File: config.mk
export PLATFORM = sky130hd
export DESIGN_NAME = inst_fetch_unit
export DESIGN_NICKNAME = d
export VERILOG_FILES = /design/src/rtl/inst_fetch_unit.sv
export SDC_FILE = /design/constraint.sdc
export NUM_CORES = 1
export LEC_CHECK = 0
export ABC_AREA = 1
export CAP_MARGIN = 20
export CORE_UTILIZATION = 48
export CTS_BUF_LIST = sky130_fd_sc_hd__clkbuf_4 sky130_fd_sc_hd__clkbuf_8 sky130_fd_sc_hd__clkbuf_16
export DETAILED_ROUTE_END_ITERATION = 8
export GPL_TIMING_DRIVEN = 0
export PLACE_DENSITY_LB_ADDON = 0.3
export SLEW_MARGIN = 20
export SYNTH_ARGS = -nofsm -noshare
export SYNTH_HDL_FRONTEND = slang
export SYNTH_SLANG_ARGS = --single-unit
File: constraint.sdc
create_clock -name clk -period 4.48 [get_ports clk]
set_input_delay 1.344 -clock clk [delete_from_list [all_inputs] [get_ports clk]]
set_output_delay 1.344 -clock clk [all_outputs]
set_load 0.03 [all_outputs]
File: src/rtl/inst_fetch_unit.sv
// inst_fetch_unit: single-outstanding instruction fetch front end.
// Define FETCH_STATS_EN to add saturating fetched/flushed counters.
module inst_fetch_unit #(
    parameter int              XLEN     = 32,
    parameter logic [XLEN-1:0] RESET_PC = '0
) (
    input  logic            clk,
    input  logic            rst_n,
    output logic            imem_req_valid,
    input  logic            imem_req_ready,
    output logic [XLEN-1:0] imem_addr,
    input  logic            imem_rsp_valid,
    input  logic [XLEN-1:0] imem_rsp_data,
    input  logic            redirect_valid,
    input  logic [XLEN-1:0] redirect_pc,
    output logic            inst_valid,
    input  logic            inst_ready,
    output logic [XLEN-1:0] inst,
    output logic [XLEN-1:0] inst_pc,
    output logic [6:0]      opcode,
    output logic [2:0]      funct3,
    output logic [6:0]      funct7,
    output logic            inst_illegal,
    output logic            misalign_err
`ifdef FETCH_STATS_EN
    ,
    output logic [31:0]     stat_fetched,
    output logic [15:0]     stat_flushed
`endif
);

    typedef enum logic [1:0] {
        ST_RESET,
        ST_REQ,
        ST_WAIT,
        ST_HOLD
    } state_t;

    state_t          state_q;
    state_t          state_d;
    logic [XLEN-1:0] pc_q;
    logic [XLEN-1:0] pc_d;
    logic [XLEN-1:0] redir_tgt;
    logic            discard_q;
    logic            discard_d;
    logic            ivalid_d;
    logic            mis_d;
    logic            load;
    logic            flush;

    assign redir_tgt      = {redirect_pc[XLEN-1:2], 2'b00};
    assign imem_req_valid = (state_q == ST_REQ);
    assign imem_addr      = pc_q;
    assign opcode         = inst[6:0];
    assign funct3         = inst[14:12];
    assign funct7         = inst[31:25];
    assign inst_illegal   = inst_valid && (inst[1:0] != 2'b11);

    // FSM state register
    always_ff @(posedge clk or negedge rst_n) begin
        if (!rst_n) begin
            state_q <= ST_RESET;
        end else begin
            state_q <= state_d;
        end
    end

    // Next state, next pc and discard bookkeeping; redirect wins
    always_comb begin
        state_d   = state_q;
        pc_d      = pc_q;
        discard_d = discard_q;
        ivalid_d  = inst_valid;
        mis_d     = misalign_err;
        load      = 1'b0;
        flush     = 1'b0;
        unique case (state_q)
            ST_RESET: begin
                state_d = ST_REQ;
            end
            ST_REQ: begin
                if (redirect_valid) begin
                    pc_d = redir_tgt;
                    if (imem_req_ready) begin
                        discard_d = 1'b1;
                        state_d   = ST_WAIT;
                    end
                end else if (imem_req_ready) begin
                    state_d = ST_WAIT;
                end
            end
            ST_WAIT: begin
                if (redirect_valid) begin
                    pc_d = redir_tgt;
                    if (imem_rsp_valid) begin
                        discard_d = 1'b0;
                        flush     = 1'b1;
                        state_d   = ST_REQ;
                    end else begin
                        discard_d = 1'b1;
                    end
                end else if (imem_rsp_valid) begin
                    if (discard_q) begin
                        discard_d = 1'b0;
                        flush     = 1'b1;
                        state_d   = ST_REQ;
                    end else begin
                        load     = 1'b1;
                        ivalid_d = 1'b1;
                        state_d  = ST_HOLD;
                    end
                end
            end
            ST_HOLD: begin
                if (redirect_valid) begin
                    pc_d     = redir_tgt;
                    ivalid_d = 1'b0;
                    flush    = !inst_ready;
                    state_d  = ST_REQ;
                end else if (inst_ready) begin
                    pc_d     = pc_q + XLEN'(4);
                    ivalid_d = 1'b0;
                    state_d  = ST_REQ;
                end
            end
        endcase
        if (redirect_valid && (state_q != ST_RESET) && (|redirect_pc[1:0])) begin
            mis_d = 1'b1;
        end
    end

    // PC, held instruction and sticky error registers
    always_ff @(posedge clk or negedge rst_n) begin
        if (!rst_n) begin
            pc_q         <= RESET_PC;
            discard_q    <= 1'b0;
            inst_valid   <= 1'b0;
            inst         <= '0;
            inst_pc      <= '0;
            misalign_err <= 1'b0;
        end else begin
            pc_q         <= pc_d;
            discard_q    <= discard_d;
            inst_valid   <= ivalid_d;
            misalign_err <= mis_d;
            if (load) begin
                inst    <= imem_rsp_data;
                inst_pc <= pc_q;
            end
        end
    end

`ifdef FETCH_STATS_EN
    // Saturating counts of decode handshakes and dropped words
    always_ff @(posedge clk or negedge rst_n) begin
        if (!rst_n) begin
            stat_fetched <= '0;
            stat_flushed <= '0;
        end else begin
            if (inst_valid && inst_ready && (stat_fetched != '1)) begin
                stat_fetched <= stat_fetched + 32'd1;
            end
            if (flush && (stat_flushed != '1)) begin
                stat_flushed <= stat_flushed + 16'd1;
            end
        end
    end
`endif

endmodule

* Yosys cells after proc, flatten, opt, wreduce, memory -nomap -nowiden
Cells that the tools add are included.
Word-level totals: bits in registers 101, input port bits 70, RAM bits 0, memory bits (read-only) 0, memories kept 0, bits in latches 0
Operators by class: add/sub/neg operators 1, shift operators 0, $mul 0, order comparisons 0, reduce and logical (&&, ||, !) cells 14, equal/unequal tests 12, div/mod/pow operators 0, bitwise logic cells 0, multiplexer cells 28
Operator list (count):
- $mux 32 | 3
- $pmux 32 s2 | 1
- $add 32x3->32 const B | 1
- $mux 1 | 14
- $mux 2 | 7
- $ne 2x2->1 const B | 4
- $pmux 2 s4 | 1
- $reduce_bool 2->1 | 4
- $ne 2x1->1 const B | 3
- $ne 3x3->1 const B | 2
- $reduce_and 3->1 | 2
- $reduce_and 5->1 | 1
- $eq 2x2->1 const B | 2
- $pmux 1 s2 | 2
- $reduce_and 4->1 | 1
- $reduce_or 2->1 | 2
- $logic_and 1x1->1 | 3
- $eq 2x1->1 const B | 1
- $logic_not 2->1 | 1

* Logic depth before layout (Yosys ltp)
word-level depth 4, mapped depth 10, mapped depth without buffers 10

* Least setup slack after synthesis
No wires, ideal clock.
path type register to output, start register inst_valid, end output inst_illegal, data arrival time 1.278 ns, data required time 3.136 ns, stages on the path, launching flop included 2, setup slack 1.858 ns, buffers on the path 0, cell sequence dfrtp_1 > a21boi_0
On the way: word-level cells in the longest chain between the ends 1
Ends and longest elaborated chain:
- start, declared | line 16 | output logic inst_valid,
- start signal, assigned | line 144 | inst_valid <= ivalid_d;
- $logic_and 1x1->1 | line 57 | assign inst_illegal = inst_valid && (inst[1:0] != 2'b11);
- end, declared | line 23 | output logic inst_illegal,
No other way between the ends.

* Worst setup path after layout
start register state_q[1], end output imem_req_valid
On the way: word-level cells in the longest chain between the ends 1
Ends and longest elaborated chain:
- start, declared | line 39 | state_t state_q;
- start signal, assigned | line 64 | state_q <= state_d;
- $eq 2x1->1 | line 52 | assign imem_req_valid = (state_q == ST_REQ);
- end, declared | line 9 | output logic imem_req_valid,
No other way between the ends.

==> flow_summary_export.csv <==
group,metric,value,unit
outcome,status,"completed",
logic_synthesis,ys_seq_elements,97,
placed_design,pre_cts_slack,1415,ps
logic_synthesis,ys.warnings.count,0,
grt,grt_overflow,0,
routing,viasPerCell,5.104,
sta,hold_violations,0,
logic_synthesis,syn-mean-instance-area,8.527,um2
layout,drive_gt1_frac,0.1538,
logic_synthesis,syn_area,5159,um2
sta,drv_slew,0,
sta,min_period,3140,ps
cts,holdBufCountCts,0,
cts,clkLatencyLatePin,350,ps
floorplan,dieArea,11170,um2
grt,grt_pass1_vias,4825,
layout,fin_nets,877,
routing,drc,0,
logic_synthesis,yosysTopAreaCellShare,0.4705,
critical_path,crit_path_start_kind,"flop",
routing,wl,14180,um
cts,ctsResizeCount,0,
cts,path_clk_slew,90,ps
cts,clk_path_buf_depth,2,
min_path,hold_class,"reg2reg",
grt,grt_pass1_wl,23290,um
logic_synthesis,synthTopCellsByArea,"dfrtp_1, nand2_1, mux2_2, nor2_1, buf_4",
power,power_density,761.8,nW/um2
grt,antenna_found_initial,0,
sta,skew,15.79,ps
logic_synthesis,netlist-cell-type-count,34,
routing,detail-route-antenna-nets,0,
placed_design,io_buffers,182,
cts,tritoncts,"done",
grt,grt.total_usage,0.2638,
routing,vias,4808,
cts,cts_made_buffers,9,
sta,max_slew.worst_pin.slew,623.0,ps
cts,root_buffer,"clkbuf_8",
floorplan,start_util,0.4975,
sta,setup_ws,1340,ps
layout,final_cells,942,
critical_path,cp.arrival,1800,ps
floorplan,die_h,105.7,um
sta,rsz0062_at_grt,"false",
placed_design,dp_hpwl,10890,um
critical_path,critPathMaxFanout,3,
floorplan,rows,37,
routing,drtIter0Drc,230,
layout,antenna_cells,0,
critical_path,crit_required,3140,ps
critical_path,critPathKind,"reg2out",
floorplan,core_area,10370,um2
sta,fmax,318.5,MHz
sta,slew_headroom,0.5846,
logic_synthesis,synth_area_leader_cell,"dfrtp_1",
critical_path,worstSetupEndpointType,"output pin",
logic_synthesis,synth_cells,605,
sta,finalCritPeriodShare,0.7009,
logic_synthesis,yosysSeqAreaShare,0.4705,
layout,areaGrowthSynthToFinish,42.61,%
cts,cts_setup_buffers,0,
floorplan,die_w,105.7,um
cts,cts.sinks,97,
routing,wire_per_inst,15.06,um
placed_design,dp_cells,927,
job,cap_violations,0,
grt,grt_max_degree,57,
routing,drtPass1Iterations,5,
floorplan,ioPinCount,187,
power,power_leakage,0.003300,uW
power,irDropWorstVdd,0.5467,mV
sta,finalSetupViolations,0,
cts,h-tree-depth,3,
placed_design,gp_congestion,0.9023,
-- cells in the final DEF, fill, tap and decap left out, types with 3 or more instances in the layout --
cell type	netlist	layout
a21oi_1	12	12
buf_2	9	9
dfrtp_1	97	97
nand2_2	6	6
ha_1	5	5
o21ai_0	23	23
nor2_2	7	7
nand3_1	34	34
nand4_1	3	3
nor2_1	83	83
clkbuf_8	0	9
clkbuf_1	4	4
o21a_1	20	20
inv_2	5	5
nand2_1	162	162
inv_1	35	35
mux2_2	41	41
conb_1	1	4
buf_4	28	28
nor2_4	5	5
a31oi_1	3	3
clkdlybuf4s50_1	0	181
-- worst paths after layout --
kind                              from              to  slack, ps  cells past startpoint
min reg2reg                inst_pc[29]     inst_pc[29]        490                      1
min                        inst_pc[29]     inst_pc[29]        490                      1
max reg2reg                 state_q[0]   imem_addr[29]       2490                      7
max in group asynchronous        rst_n   imem_addr[19]       2970                      2
min in group asynchronous        rst_n        inst[24]        890                      1
max                         state_q[1]  imem_req_valid       1340                      3
-- Yosys cell counts (all sizes together) --
| cell | number |
|---|---|
| a21boi | 2 |
| a21oi | 12 |
| a31oi | 3 |
| buf | 37 |
| clkbuf | 4 |
| conb | 1 |
| dfrtp | 97 |
| ha | 5 |
| inv | 40 |
| mux2 | 43 |
| nand2 | 169 |
| nand3 | 36 |
| nand4 | 3 |
| nor2 | 96 |
| o21a | 20 |
| o21ai | 26 |
| o21bai | 2 |
| o22a | 1 |
| o22ai | 2 |
| o31ai | 1 |
| or2 | 1 |
| xnor2 | 2 |
| xor2 | 2 |
-- worst max-delay path, stage by stage, from the launching register on --
cell	delay, ps
dfrtp_1	410
inv_1	110
ha_1	210
clkdlybuf4s50_1	710
-- per-layer routing --
metal,share of wire,vias to the layer above,global-route usage
li1,-,2315,-
met1,0.42,2284,0.3425
met2,0.49,182,0.4328
met3,0.070,27,0.05999
met4,0.019,0,0.09325
met5,0,-,0
-- area by class of cell --
| class | instances | area [um2] |
|---|---|---|
| inverter | 40 | 150.1 |
| clock buffer | 9 | 123.9 |
| clock inverter | 6 | 42.54 |
| buffer | 41 | 270.3 |
| timing repair buffer | 183 | 1851 |
| tap | 136 | 170.2 |
| sequential | 97 | 2427 |
| multi-input combinational | 430 | 2322 |
| fill | 869 | 3013 |
-- stage by stage --
| step | cell area [um2] | hold slack [ps] | setup TNS, ps | total power [uW] | utilization |
|---|---|---|---|---|---|
| after floorplan | 5170 | 491.6 | 0 | 3699 | - |
| after global placement | 7162 | 458.7 | -142220 | 5015 | 0.6906 |
| after detailed placement | 7191 | 468.7 | 0 | 5103 | 0.6934 |
| after CTS | 7357 | 497.7 | 0 | 5624 | 0.7095 |
| after global routing | 7357 | 514.6 | 0 | 5935 | 0.7095 |
| final | 7357 | 491.8 | 0 | 5604 | 0.7095 |
-- cells by family (layout without fill, tap and decap cells) --
family | Yosys count | in the layout | synth area share
AO/OA/AOI/OAI | 69 | 69 | 0.08174
XOR/XNOR | 4 | 4 | 0.006792
adder cells (fa/ha/maj) | 5 | 5 | 0.01213
buffers and inverters | 81 | 279 | 0.08149
flip-flops | 97 | 97 | 0.4705
multiplexers | 43 | 43 | 0.09386
other | 1 | 4 | 0.0007269
AND/OR/NAND/NOR | 305 | 305 | 0.2527
-- registers in the layout, indices dropped and copies added, names as in the netlist --
register	count
discard_q	1
imem_addr	30
inst_pc	30
state_q	2
inst_valid	1
misalign_err	1
inst	32
-- where the power goes --
part / switching [uW] / internal [uW] / total [uW]
logic: 1980 / 1430 / 3410
clock network: 310 / 201 / 511
registers: 404 / 1280 / 1690
total: 2700 / 2910 / 5600
Power figures use the tool's default switching activity.
